### config.mk
export PLATFORM = sky130hd
export DESIGN_NAME = slsd_ram_scheduler_flat
export DESIGN_NICKNAME = d
export VERILOG_FILES = /design/src/rtl/slsd_ram_scheduler_if.sv /design/src/rtl/slsd_ram_scheduler.sv /design/src/flat_wrapper.sv
export SDC_FILE = /design/constraint.sdc
export NUM_CORES = 1
export LEC_CHECK = 0
export CORE_MARGIN = 10
export CORE_UTILIZATION = 40
export DETAILED_ROUTE_END_ITERATION = 10
export PLACE_DENSITY = 0.75
export SLEW_MARGIN = 15
export SYNTH_ARGS = -nofsm -noshare
export SYNTH_HDL_FRONTEND = slang
export SYNTH_SLANG_ARGS = --single-unit
export TNS_END_PERCENT = 50
### constraint.sdc
create_clock -name clock -period 3.4 [get_ports clock]
set_clock_uncertainty 0.05 [all_clocks]
set_input_delay 0.34 -clock clock [delete_from_list [all_inputs] [get_ports clock]]
set_output_delay 0.34 -clock clock [all_outputs]
set_load 0.03 [all_outputs]
### src/rtl/slsd_ram_scheduler_if.sv
// rtl/slsd_ram_scheduler_if.sv - detector write, reader drain and segment RAM port bundle
interface slsd_ram_scheduler_if #(
  parameter int DATA_WIDTH = 32,
  parameter int RAM_SIZE   = 4096,
  localparam int COUNT_BITW = $clog2(RAM_SIZE)
);
  logic                  wr_req;
  logic [DATA_WIDTH-1:0] wr_data;
  logic                  wr_ack;

  logic                  rd_req;
  logic                  rd_ack;
  logic                  rd_valid;
  logic [DATA_WIDTH-1:0] rd_data;
  logic                  rd_last;

  logic                  ram_en;
  logic                  ram_we;
  logic [COUNT_BITW-1:0] ram_addr;
  logic [DATA_WIDTH-1:0] ram_wdata;
  logic [DATA_WIDTH-1:0] ram_rdata;

  modport master (
    input  wr_req, wr_data, rd_req, ram_rdata,
    output wr_ack, rd_ack, rd_valid, rd_data, rd_last,
           ram_en, ram_we, ram_addr, ram_wdata
  );

  modport slave (
    output wr_req, wr_data, rd_req, ram_rdata,
    input  wr_ack, rd_ack, rd_valid, rd_data, rd_last,
           ram_en, ram_we, ram_addr, ram_wdata
  );
endinterface

### src/rtl/slsd_ram_scheduler.sv
// rtl/slsd_ram_scheduler.sv - per-frame fill/drain sequencer for the LSD segment RAM
// SLSD_RAM_SCHED_STATS_EN enables the drop_count and peak_count statistics.
module slsd_ram_scheduler #(
  parameter int DATA_WIDTH = 32,
  parameter int RAM_SIZE   = 4096,
  localparam int COUNT_BITW = $clog2(RAM_SIZE)
) (
  input  logic                  clock,
  input  logic                  n_rst,
  input  logic                  frame_start,
  input  logic                  frame_end,
  slsd_ram_scheduler_if.master  bus,
  output logic                  drain_done,
  output logic                  mem_flag,
  output logic                  mem_valid,
  output logic [COUNT_BITW:0]   seg_count,
  output logic                  overflow,
  output logic [15:0]           drop_count,
  output logic [COUNT_BITW:0]   peak_count
);

  localparam logic [COUNT_BITW:0] FULL_COUNT = (COUNT_BITW+1)'(RAM_SIZE);

  typedef enum logic [1:0] {
    IDLE  = 2'd0,
    FILL  = 2'd1,
    DRAIN = 2'd2
  } state_t;

  state_t state;
  state_t next_state;

  logic [COUNT_BITW:0] rd_ptr;
  logic [COUNT_BITW:0] fill_total;
  logic                wr_commit;
  logic                wr_drop;
  logic                fill_end;
  logic                last_done;
  logic                rd_p1;
  logic                rd_p1_last;
  logic                rd_p2;
  logic                rd_p2_last;

  always_ff @(posedge clock or negedge n_rst) begin
    if (!n_rst) begin
      state <= IDLE;
    end else begin
      state <= next_state;
    end
  end

  always_comb begin
    next_state = state;
    case (state)
      IDLE: begin
        if (frame_start) next_state = FILL;
      end
      FILL: begin
        if (frame_start) begin
          next_state = FILL;
        end else if (frame_end) begin
          next_state = (fill_total == '0) ? IDLE : DRAIN;
        end
      end
      DRAIN: begin
        if (frame_start) begin
          next_state = FILL;
        end else if (last_done) begin
          next_state = IDLE;
        end
      end
      default: next_state = IDLE;
    endcase
  end

  // A frame_start cycle belongs to the new frame, so neither handshake completes in it.
  always_comb begin
    bus.wr_ack = (state == FILL) && bus.wr_req && !frame_start;
    bus.rd_ack = (state == DRAIN) && bus.rd_req && (rd_ptr < seg_count) && !frame_start;
    wr_commit  = bus.wr_ack && (seg_count < FULL_COUNT);
    wr_drop    = bus.wr_ack && !(seg_count < FULL_COUNT);
    fill_total = seg_count + (COUNT_BITW+1)'(wr_commit);
    fill_end   = (state == FILL) && frame_end && !frame_start;
    last_done  = (state == DRAIN) && bus.rd_valid && bus.rd_last;
  end

  always_ff @(posedge clock or negedge n_rst) begin
    if (!n_rst) begin
      bus.ram_en    <= 1'b0;
      bus.ram_we    <= 1'b0;
      bus.ram_addr  <= '0;
      bus.ram_wdata <= '0;
      mem_flag      <= 1'b0;
      mem_valid     <= 1'b0;
      seg_count     <= '0;
      overflow      <= 1'b0;
      rd_ptr        <= '0;
    end else begin
      bus.ram_en <= wr_commit || bus.rd_ack;
      bus.ram_we <= wr_commit;
      if (wr_commit) begin
        bus.ram_addr  <= seg_count[COUNT_BITW-1:0];
        bus.ram_wdata <= bus.wr_data;
      end else if (bus.rd_ack) begin
        bus.ram_addr <= rd_ptr[COUNT_BITW-1:0];
      end
      mem_flag  <= (state == FILL);
      mem_valid <= wr_commit;
      if (frame_start) begin
        seg_count <= '0;
        overflow  <= 1'b0;
      end else begin
        if (wr_commit) seg_count <= seg_count + 1'b1;
        if (wr_drop)   overflow  <= 1'b1;
      end
      if (frame_start || fill_end) begin
        rd_ptr <= '0;
      end else if (bus.rd_ack) begin
        rd_ptr <= rd_ptr + 1'b1;
      end
    end
  end

  // Read return pipeline: address out, RAM latency, then registered data. A restart
  // flushes every stage so stale words from the old frame never surface.
  always_ff @(posedge clock or negedge n_rst) begin
    if (!n_rst) begin
      rd_p1        <= 1'b0;
      rd_p1_last   <= 1'b0;
      rd_p2        <= 1'b0;
      rd_p2_last   <= 1'b0;
      bus.rd_valid <= 1'b0;
      bus.rd_data  <= '0;
      bus.rd_last  <= 1'b0;
      drain_done   <= 1'b0;
    end else begin
      rd_p1        <= bus.rd_ack;
      rd_p1_last   <= (rd_ptr == seg_count - 1'b1);
      rd_p2        <= rd_p1 && !frame_start;
      rd_p2_last   <= rd_p1_last;
      bus.rd_valid <= rd_p2 && !frame_start;
      bus.rd_last  <= rd_p2 && rd_p2_last && !frame_start;
      if (rd_p2) bus.rd_data <= bus.ram_rdata;
      drain_done <= (fill_end && (fill_total == '0)) || (last_done && !frame_start);
    end
  end

`ifdef SLSD_RAM_SCHED_STATS_EN
  always_ff @(posedge clock or negedge n_rst) begin
    if (!n_rst) begin
      drop_count <= '0;
      peak_count <= '0;
    end else begin
      if (frame_start) begin
        drop_count <= '0;
      end else if (wr_drop && (drop_count != 16'hFFFF)) begin
        drop_count <= drop_count + 16'd1;
      end
      if (wr_commit && ((seg_count + 1'b1) > peak_count)) begin
        peak_count <= seg_count + 1'b1;
      end
    end
  end
`else
  assign drop_count = '0;
  assign peak_count = '0;
`endif

endmodule

### src/flat_wrapper.sv
// flat-port wrapper written by rule: the top's interface ports become plain ports
module slsd_ram_scheduler_flat 
#(
  parameter int DATA_WIDTH = 32,
  parameter int RAM_SIZE   = 4096,
  localparam int COUNT_BITW = $clog2(RAM_SIZE)
)
  (clock, n_rst, frame_start, frame_end, drain_done, mem_flag, mem_valid, seg_count, overflow, drop_count, peak_count, bus_wr_req, bus_wr_data, bus_rd_req, bus_ram_rdata, bus_wr_ack, bus_rd_ack, bus_rd_valid, bus_rd_data, bus_rd_last, bus_ram_en, bus_ram_we, bus_ram_addr, bus_ram_wdata);
  slsd_ram_scheduler_if #(.DATA_WIDTH(DATA_WIDTH), .RAM_SIZE(RAM_SIZE)) bus_i ();
  input  logic clock;
  input  logic n_rst;
  input  logic frame_start;
  input  logic frame_end;
  output logic drain_done;
  output logic mem_flag;
  output logic mem_valid;
  output logic [COUNT_BITW:0] seg_count;
  output logic overflow;
  output logic [15:0] drop_count;
  output logic [COUNT_BITW:0] peak_count;
  input wire logic [$bits(bus_i.wr_req)-1:0] bus_wr_req;
  input wire logic [$bits(bus_i.wr_data)-1:0] bus_wr_data;
  input wire logic [$bits(bus_i.rd_req)-1:0] bus_rd_req;
  input wire logic [$bits(bus_i.ram_rdata)-1:0] bus_ram_rdata;
  output wire logic [$bits(bus_i.wr_ack)-1:0] bus_wr_ack;
  output wire logic [$bits(bus_i.rd_ack)-1:0] bus_rd_ack;
  output wire logic [$bits(bus_i.rd_valid)-1:0] bus_rd_valid;
  output wire logic [$bits(bus_i.rd_data)-1:0] bus_rd_data;
  output wire logic [$bits(bus_i.rd_last)-1:0] bus_rd_last;
  output wire logic [$bits(bus_i.ram_en)-1:0] bus_ram_en;
  output wire logic [$bits(bus_i.ram_we)-1:0] bus_ram_we;
  output wire logic [$bits(bus_i.ram_addr)-1:0] bus_ram_addr;
  output wire logic [$bits(bus_i.ram_wdata)-1:0] bus_ram_wdata;
  assign bus_i.wr_req = bus_wr_req;
  assign bus_i.wr_data = bus_wr_data;
  assign bus_i.rd_req = bus_rd_req;
  assign bus_i.ram_rdata = bus_ram_rdata;
  assign bus_wr_ack = bus_i.wr_ack;
  assign bus_rd_ack = bus_i.rd_ack;
  assign bus_rd_valid = bus_i.rd_valid;
  assign bus_rd_data = bus_i.rd_data;
  assign bus_rd_last = bus_i.rd_last;
  assign bus_ram_en = bus_i.ram_en;
  assign bus_ram_we = bus_i.ram_we;
  assign bus_ram_addr = bus_i.ram_addr;
  assign bus_ram_wdata = bus_i.ram_wdata;
  slsd_ram_scheduler #(.DATA_WIDTH(DATA_WIDTH), .RAM_SIZE(RAM_SIZE)) u_core (.clock(clock), .n_rst(n_rst), .frame_start(frame_start), .frame_end(frame_end), .bus(bus_i), .drain_done(drain_done), .mem_flag(mem_flag), .mem_valid(mem_valid), .seg_count(seg_count), .overflow(overflow), .drop_count(drop_count), .peak_count(peak_count));
endmodule
==> metrics.txt, run 1 <==
status=completed; Final Hold Viols=0; setup ws final=169 ps; DRC=0; Port Buf Inserts=168; Flop pwr share=35.1%; Iter 0 DRT Violations=295; GP Congestion=0.935; clock buffer depth=2; average size of a mapped cell=9.75 um^2; CTS Buf Count=17; Via Count=4881; gr usage total=16.8%; DIE AREA=19700 um^2; actual slew at the worst max-slew pin=810 ps; first-pass GRT wire length=26900 um; Post-synth EDFFs=0; Max Cap Viol=0; via/cell ratio=5.12; nets@finish=849; Routed WL per cell=17.7 um; dominant synthesized flop cell=dfrtp_1; Post-DP Area=7550 um^2; Rows=43; Power Internal=3.25 mW; achievable frequency=309 MHz; Antenna Nets Post-Route=0; Die Width=140 um; crit path time final=3230 ps; Worst Reg-to-Reg Cells=11; Rel. slew slack=46.0%; count of cell types in the netlist=45; grt ovf=0; Yosys reg bits=115; final instance area=8210 um^2; RSZ-0062 raised after global routing=no; root buffer cell=clkbuf_16; largest net degree at the start of global routing=63; yosys warns=0; Setup Viol. Count Final=0; cell count after synthesis=593; setup_tns=0 ps; crit end category=output port; Die Y=140 um; core area=14000 um^2; TritonCTS clock tree=built; CTS clk-pin slew, worst paths=50 ps; Post-Place Cells=921; worst reg2reg startpoint=u_core.state[1]$_DFFE_PN0P_; DRT Wirelength=16900 um; Max FO, Critical Path=17; top cells by count, synth=132 x nand2_1, 115 x dfrtp_1, 32 x a21oi_1, 32 x mux2_2, 30 x buf_4; Setup crit end=bus_rd_ack; worst-skew pair later-pin latency=410 ps; Lkg Pwr=3.76 nW; sequential cell area fraction in the yosys report=49.8%; reg2reg end=u_core.drain_done$_DFF_PN0_; Ports=198; TritonRoute pass-1 iters=6; Initial Utilization=41.2%; VDD IR max=0.000333 V; pwr/cell area=560 nW/um^2; hold-critical path depth=0; Psw=1.35 mW; Netlist Area Pre-Place=5780 um^2; r2r setup slk=390 ps; fin. max-slew vios=0; Util after Layout=58.5%; top cells by area, synth=dfrtp_1 50%, nand2_1 8.6%, mux2_2 6.2%; initial antenna violation count=0; Clock power frac=41.6%; diode count=0; worst endpoint required time=3010 ps; Critical Path AT=2840 ps; area grow syn2layout=42.0%; most common cell in the synthesized netlist=nand2_1; Post-synth ARST share=100%; Setup crit start=u_core.seg_count[3]$_DFFE_PN0P_; vias in the first global route=4984; H-tree levels=4; Comb pwr share=23.4%; CTS sink count=115; cell taking the most area after synthesis=dfrtp_1; Synth top area share=49.8%; Final HPWL DP=12700 um; type of the tightest min-delay check=reg2reg; layout cells sized above 1=11.8%; Place WS=79.0 ps; Post-Layout Cell Count=954; Net Sw Frac=29.4%; Tcrit/Tclk final=95.0%; CP startpoint kind=flop; CP Class=reg2out
==> worst min-delay path by stage <==
stage / startpoint / to / slack, ps
2_1_floorplan: n_rst / u_core.bus.ram_addr[0]$_DFFE_PN0P_ / -6
3_3_place_gp: u_core.rd_p1_last$_DFF_PN0_ / u_core.rd_p2_last$_DFF_PN0_ / 290
3_5_place_dp: u_core.rd_p1_last$_DFF_PN0_ / u_core.rd_p2_last$_DFF_PN0_ / 290
4_1_cts: u_core.rd_p1_last$_DFF_PN0_ / u_core.rd_p2_last$_DFF_PN0_ / 310
5_1_grt: u_core.rd_p1_last$_DFF_PN0_ / u_core.rd_p2_last$_DFF_PN0_ / 310
6_report: u_core.rd_p1_last$_DFF_PN0_ / u_core.rd_p2_last$_DFF_PN0_ / 310
==> metal layers <==
metal  wire [um]  global-route usage, %
met2        8280                   27.4
met3        1380                   6.49
met5           0                      0
met4         316                   5.65
met1        6950                   19.7
==> logic make-up after synthesis <==
group / after synthesis / synth area share [%]
AO/OA/AOI/OAI: 81 / 8.81
XOR/XNOR: 32 / 4.85
adder cells (fa/ha/maj): 18 / 3.89
buffers and inverters: 81 / 7.40
flip-flops: 115 / 49.8
multiplexers: 33 / 6.40
other: 1 / 0.0648
AND/OR/NAND/NOR: 232 / 18.8
==> area by class of cell <==
cell class / count / area (um^2)
fill: 1192 / 5830
sequential: 115 / 2880
multi-input combinational: 425 / 2590
timing repair buffer: 182 / 1800
clock buffer: 20 / 467
tap: 180 / 225
clock inverter: 12 / 176
inverter: 20 / 75.1
==> timing repair <==
action	in CTS	in global routing
endpoints found under the hold margin	22	0
gates resized for setup	1	1
setup endpoints to repair	1	1
hold buffers	1	0
buffers inserted	0	0
==> power by group through the flow <==
stage / sequential (mW) / combinational, mW / clock (mW)
6_report: 1.61 / 1.07 / 1.91
4_1_cts: 1.61 / 1.09 / 1.95
3_3_place_gp: 1.63 / 1.07 / 0
3_5_place_dp: 1.64 / 1.08 / 0
2_1_floorplan: 1.93 / 0.290 / 0
5_1_grt: 1.63 / 1.15 / 2.02
==> worst max-delay path, cell delays in order (launching register included) <==
cell and delay (ps):
dfrtp_1 500, inv_1 200, ha_1 360, a21o_1 180, a21oi_1 170, a2111oi_2 110, or3_1 400, inv_2 270
buf_4 230
==> flip-flops by register name, indices dropped and copies added, names as in the netlist, 2 cells and up <==
register              cells
u_core.bus.rd_data       32
u_core.bus.ram_addr      12
u_core.rd_ptr            13
u_core.state              2
u_core.bus.ram_wdata     32
u_core.seg_count         13
==> layout by cell type, fill, tap and decap left out, types with 13 or more instances in the layout <==
cell type	count
or3_1	13
inv_1	16
clkbuf_16	17
ha_1	17
nand2_1	132
conb_1	29
nor2_1	21
dfrtp_1	113
a21oi_1	32
buf_4	14
xnor2_1	22
clkdlybuf4s50_1	166
mux2_2	32
==> metrics by stage <==
step / power (mW) / hold WS, ps
6_report: 4.60 / 306
5_1_grt: 4.80 / 305
4_1_cts: 4.65 / 305
3_5_place_dp: 2.72 / 291
3_3_place_gp: 2.70 / 288
2_1_floorplan: 2.22 / -5.59
Power figures use the tool's default switching activity.
==> run 2, diff against run 1 <==
- CAP_MARGIN: unset -> 20
==> run 2 against run 1 <==
Compared with the run above:
- die area stayed put
- first-iteration DRC count is 1.7% higher
- cell count is 0.10% higher
- clock power is 5% lower
- clock-buffer cell count is 1 lower
- global-route usage is 0.11 points higher
- combinational power hardly changed
- via count is 0.72% lower
==> metrics.txt, run 2 (synthesis gave the netlist of run 1 again) <==
initial antenna violation count=0 (unchanged); area grow syn2layout=41.9% (about the same); Ports=198 (unchanged); nets@finish=850 (+0.12%); Rel. slew slack=44.1% (-1.9 points); root buffer cell=clkbuf_16; Routed WL per cell=17.7 um (about the same); diode count=0 (unchanged); VDD IR max=0.000319 V (-4.2%); Post-Layout Cell Count=955 (+0.10%); Die Width=140 um (unchanged); GP Congestion=0.935 (unchanged); Post-Place Cells=922 (+0.11%); actual slew at the worst max-slew pin=831 ps (+20.9 ps); achievable frequency=311 MHz (+0.46%); top flop regs=u_core.bus.ram_wdata (32), u_core.bus.rd_data (32); Initial Utilization=41.2% (unchanged); CTS clk-pin slew, worst paths=50 ps (about the same); Port Buf Inserts=168 (unchanged); Post-DP Area=7580 um^2 (+0.36%); gr usage total=16.9% (+0.11 points); crit path time final=3220 ps (-14.8 ps); RSZ-0062 raised after global routing=no; Worst Reg-to-Reg Cells=11 (unchanged); Antenna Nets Post-Route=0 (unchanged); worst endpoint required time=3010 ps (about the same); Lkg Pwr=3.76 nW (about the same); first-pass GRT wire length=27100 um (+0.72%); Rows=43 (unchanged); Via Count=4846 (-0.72%); worst-skew pair later-pin latency=410 ps (about the same); Max Cap Viol=0 (unchanged); H-tree levels=4 (unchanged); Die Y=140 um (unchanged); Fillers=1175 (-1.4%); vias in the first global route=4976 (-0.16%); Iter 0 DRT Violations=300 (+1.7%); Final HPWL DP=12700 um (+0.49%); Max FO, Critical Path=17 (unchanged); hold-critical path depth=0 (unchanged); DRC=0 (unchanged); crit end category=output port; most common cell after layout, fill and taps aside=clkdlybuf4s50_1; status=completed; Critical Path AT=2830 ps (about the same); grt ovf=0 (unchanged); CP Class=reg2out; TritonRoute pass-1 iters=4 (-2); most frequent cells in the layout=166 x clkdlybuf4s50_1, 132 x nand2_1, 114 x dfrtp_1; CP startpoint kind=flop; DIE AREA=19700 um^2 (unchanged); DRT Wirelength=17000 um (+0.15%); Setup Viol. Count Final=0 (unchanged); # Post-CTS Setup Buffers=0 (unchanged); Tcrit/Tclk final=94.6% (-0.43 points); via/cell ratio=5.07 (-0.82%); setup_tns=0 ps (unchanged); largest net degree at the start of global routing=63 (unchanged); pwr/cell area=548 nW/um^2 (-2.0%); TritonCTS clock tree=built; core area=14000 um^2 (unchanged); layout cells sized above 1=11.7% (-0.015 points); Final Hold Viols=0 (unchanged); type of the tightest min-delay check=reg2reg; CTS sink count=115 (unchanged); fin. max-slew vios=0 (unchanged); CTS Buf Count=17 (unchanged); final instance area=8200 um^2 (about the same); clock buffer depth=2 (unchanged)
-- run 2: cell types whose count changed in the layout (fill, tap and decap cells not counted) --
cell | previous run | this run
clkinv_2 | 3 | 5
dfrtp_2 | 2 | 1
bufinv_16 | 4 | 3
dfrtp_1 | 113 | 114
buf_16 | 0 | 1
clkbuf_8 | 3 | 2
-- run 2: power breakdown --
group          total, mW  internal, mW  switching (mW)
sequential          1.61          1.52          0.0860
combinational       1.08         0.437           0.639
clock               1.81          1.19           0.624
total               4.50          3.15            1.35
-- run 2: worst paths after layout --
kind,slack (ps),startpoint,end
max,180,u_core.seg_count[3]$_DFFE_PN0P_,bus_rd_ack
min,320,u_core.rd_p1_last$_DFF_PN0_,u_core.rd_p2_last$_DFF_PN0_
max reg2reg,400,u_core.state[1]$_DFFE_PN0P_,u_core.drain_done$_DFF_PN0_
min reg2reg,320,u_core.rd_p1_last$_DFF_PN0_,u_core.rd_p2_last$_DFF_PN0_
max in group asynchronous,1990,n_rst,u_core.bus.rd_data[18]$_DFFE_PN0P_
min in group asynchronous,520,n_rst,u_core.bus.rd_data[21]$_DFFE_PN0P_
-- run 2: area by class of cell --
type | instances | area (um^2) | area share (%)
Clock inverter | 13 | 156 | 1.91
Sequential cell | 115 | 2880 | 35.1
Timing Repair Buffer | 183 | 1820 | 22.2
Multi-Input combinational cell | 425 | 2590 | 31.6
Clock buffer | 19 | 453 | 5.52
Inverter | 20 | 75.1 | 0.915
Tap cell | 180 | 225 | 2.75
-- run 2: repair_timing --
action	4_1_cts	5_1_grt
endpoints found under the hold margin	3	0
hold buffers	1	0
resized for setup	0	2
setup endpoints to repair	0	1
-- run 2: stage by stage --
| step | hold WS (ps) | utilization, % | total power [mW] | worst slack, ps |
|---|---|---|---|---|
| 3_3_place_gp | 288 | 53.8 | 2.70 | 134 |
| 2_1_floorplan | -5.59 | - | 2.22 | 20.0 |
| 6_report | 315 | 58.4 | 4.50 | 183 |
| 5_1_grt | 323 | 58.4 | 4.70 | 15.9 |
| 4_1_cts | 316 | 58.4 | 4.55 | 6.91 |
| 3_5_place_dp | 289 | 54.0 | 2.72 | 80.3 |
-- run 2: critical path: stages, from the launching register on --
cell and delay [ps]:
dfrtp_1 500, inv_1 210, ha_1 360, a21o_1 180
a21oi_1 160, a2111oi_2 110, or3_1 400, inv_2 270
buf_4 230
-- run 2: per-layer routing --
| metal | up-vias | GRT usage, % | wire length [um] | part of all wire (%) |
|---|---|---|---|---|
| met4 | 0 | 5.38 | 263 | 1.6 |
| met5 | - | 0 | 0 | 0 |
| met2 | 183 | 27.0 | 8320 | 49 |
| li1 | 2317 | - | - | - |
| met3 | 17 | 6.15 | 1400 | 8.3 |
| met1 | 2329 | 20.6 | 6960 | 41 |
==> run 3, diff against run 2 <==
- ABC_AREA: unset -> 1
- CORE_UTILIZATION: 40 -> 38
- CTS_CLUSTER_SIZE: unset -> 30
- PLACE_DENSITY: 0.75 -> 0.7
==> run 3 against run 2 <==
Compared with the run above:
- maximum frequency grew 13%
- combinational power shrank 6%
- register-to-register slack better by 570 ps
- routed wire length up 13%
- sequential share of layout area down 1.5 points
- clock power fell by 2%
- sequential power barely moved
- largest power group unchanged
- highest routed layer unchanged
==> metrics.txt, run 3 <==
layout cells sized above 1=6.51% (-5.2 points); crit path time final=2860 ps (-361 ps); Sequential cell area=2880 um^2 (unchanged); Post-Place Cells=1181 (+28%); Comb pwr share=23.4% (-0.5 points); CTS sink count=115 (unchanged); Die Y=148 um (+5.5%); top flop regs=u_core.bus.ram_wdata (32), u_core.bus.rd_data (32); top cells by area, synth=dfrtp_1 46%, nand2_1 21%, nand3_1 4.5%; Via Count=5763 (+19%); Initial Utilization=38.9% (-2.3 points); worst reg2reg startpoint=u_core.seg_count[4]$_DFFE_PN0P_; Yosys reg bits=115 (unchanged); TritonRoute pass-1 iters=6 (+2); Die Width=148 um (+5.5%); top cells by count, synth=352 x nand2_1, 115 x dfrtp_1, 57 x nor2_1; Ports=198 (unchanged); DRT Wirelength=19200 um (+13%); reg2reg end=u_core.bus.ram_addr[9]$_DFFE_PN0P_; Final HPWL DP=14300 um (+12%); Clock power frac=40.4% (about the same); grt ovf=0 (unchanged); Rel. slew slack=32.8% (-11 points); Psw=1.32 mW (-2.5%); CTS clk-pin slew, worst paths=50 ps (about the same); Max FO, Critical Path=5 (-12); status=completed; H-tree levels=4 (unchanged); initial antenna violation count=0 (unchanged); Worst Reg-to-Reg Cells=14 (+3); actual slew at the worst max-slew pin=1010 ps (+175 ps); Antenna Nets Post-Route=0 (unchanged); achievable frequency=350 MHz (+13%); average size of a mapped cell=7.57 um^2 (-22%); Lkg Pwr=4.25 nW (+13%); nets@finish=1073 (+26%); Power Internal=3.06 mW (-2.7%); cell count after synthesis=822 (+39%); Iter 0 DRT Violations=313 (+4.3%); most common cell in the synthesized netlist=nand2_1; Flop pwr share=36.3% (+0.5 points); TritonCTS clock tree=built; cell taking the most area after synthesis=dfrtp_1; Fillers=1529 (+30%); first-pass GRT wire length=30800 um (+14%); count of cell types in the netlist=35 (-22%); Port Buf Inserts=168 (unchanged); fin. max-slew vios=0 (unchanged); area grow syn2layout=37.8%; Net Sw Frac=30.0% (about the same); diode count=0 (unchanged); root buffer cell=clkbuf_16; Post-Layout Cell Count=1214 (+27%); most common cell after layout, fill and taps aside=nand2_1; most frequent cells in the layout=352 x nand2_1, 166 x clkdlybuf4s50_1, 114 x dfrtp_1; Place WS=575 ps (+495 ps); Synth top area share=46.2% (-3.5 points); gr usage total=17.5% (+0.63 points); Routed WL per cell=15.8 um (-11%); launch point of the worst hold path=u_core.rd_p1_last$_DFF_PN0_; GP Congestion=0.908 (-2.8%); r2r setup slk=970 ps (+570 ps); Tcrit/Tclk final=84.0% (-11 points); dominant synthesized flop cell=dfrtp_1; RSZ-0062 raised after global routing=no; pwr/cell area=510 nW/um^2 (-6.9%); Critical Path AT=2470 ps (-360 ps); Min-Delay Endpoint=u_core.rd_p2_last$_DFF_PN0_; CP startpoint kind=flop; Post-synth ARST share=100% (unchanged); CP Class=reg2out; VDD IR max=0.000406 V (+27%); type of the tightest min-delay check=reg2reg; worst endpoint required time=3010 ps (about the same); clock buffer depth=2 (unchanged); core area=16000 um^2 (+14%); crit end category=output port; hold-critical path depth=0 (unchanged); via/cell ratio=4.75 (-6.4%); sequential cell area fraction in the yosys report=46.2% (-3.5 points); Netlist Area Pre-Place=6230 um^2 (+7.7%); worst-skew pair later-pin latency=410 ps (about the same); Max Cap Viol=0 (unchanged); DIE AREA=21900 um^2 (+11%); setup ws final=544 ps (+361 ps); vias in the first global route=5679 (+14%); Setup Viol. Count Final=0 (unchanged); DRC=0 (unchanged); final instance area=8580 um^2 (+4.6%); Rows=46 (+7.0%); yosys warns=0 (unchanged); total power=4.38 mW (-2.6%); Final Hold Viols=0 (unchanged); largest net degree at the start of global routing=72 (+14%); Post-DP Area=7980 um^2 (+5.3%); CTS Buf Count=17 (unchanged); area of the multi-input gates=2870 um^2 (+11%); setup_tns=0 ps (unchanged); Post-synth EDFFs=0 (unchanged)
[run 3: changes by cell type after synthesis, moves of 10 or more]
cell | previous run | this run
a21oi_1 | 32 | 13
a22oi_1 | 11 | 1
inv_1 | 17 | 43
mux2_2 | 32 | 0
nand2_1 | 132 | 352
nand3_1 | 11 | 56
nor2_1 | 21 | 57
o21ai_0 | 12 | 26
or3_1 | 13 | 0
xnor2_1 | 22 | 2
[run 3: final cells by class]
cell class	count	area share, %
multi-input cells	621	33.4
well taps	216	3.15
inverters	50	2.19
clock buffers	24	5.73
repair buffers	180	20.8
flip-flops and latches	115	33.5
clock inverters	8	1.17
[run 3: per-layer routing]
metal	vias to the layer above	share of wire [%]	track usage [%]
li1	2855	-	-
met1	2683	43	21.4
met2	211	48	29.1
met3	14	7.7	5.43
met4	0	0.91	4.86
met5	-	0	0
[run 3: metrics by stage]
stage               utilization (%)  hold slack, ps
floorplan                         -           -5.59
global placement               49.9             287
detailed placement             49.9             293
CTS                            53.6             304
global route                   53.6             313
finish                         53.6             302
[run 3: kinds of logic after synthesis]
logic type | after synthesis | synth area share, %
compound gates | 46 | 3.92
xor+xnor | 17 | 2.61
fa+ha+maj | 18 | 3.62
buf+inv | 114 | 9.43
flops | 115 | 46.2
other cells | 1 | 0.0602
simple gates | 511 | 34.1
[run 3: worst max path at each step]
stage	to	start	cells after the start	slack (ps)
2_1_floorplan	u_core.state[1]$_DFFE_PN0P_	u_core.state[1]$_DFFE_PN0P_	19	880
3_3_place_gp	bus_rd_ack	u_core.seg_count[4]$_DFFE_PN0P_	12	650
3_5_place_dp	bus_rd_ack	u_core.seg_count[4]$_DFFE_PN0P_	12	580
4_1_cts	bus_rd_ack	u_core.seg_count[4]$_DFFE_PN0P_	12	110
5_1_grt	bus_rd_ack	u_core.seg_count[12]$_DFFE_PN0P_	9	330
6_report	bus_rd_ack	u_core.seg_count[12]$_DFFE_PN0P_	9	540
[run 3: timing repair]
action	4_1_cts	5_1_grt
gates resized for setup	0	2
buffers inserted	0	0
endpoints found under the setup margin	0	1
hold buffers	1	0
hold endpoints to repair	35	0
[run 3: worst max-delay path: stages (launching register included)]
cell            delay, ps
dfrtp_1               480
inv_1                 180
ha_1                  380
nand2_1                80
nand2_1                50
nor3_1                150
and3_2                280
nand2_4                60
inv_1                 100
dlymetal6s2s_1        310
[run 3: power by group through the flow]
| stage | Combinational (mW) | Sequential [mW] | Clock [mW] |
|---|---|---|---|
| finish | 1.02 | 1.59 | 1.77 |
| global route | 1.10 | 1.61 | 1.87 |
| CTS | 1.04 | 1.59 | 1.80 |
| detailed placement | 1.03 | 1.61 | 0 |
| global placement | 1.02 | 1.60 | 0 |
| floorplan | 0.296 | 1.89 | 0 |
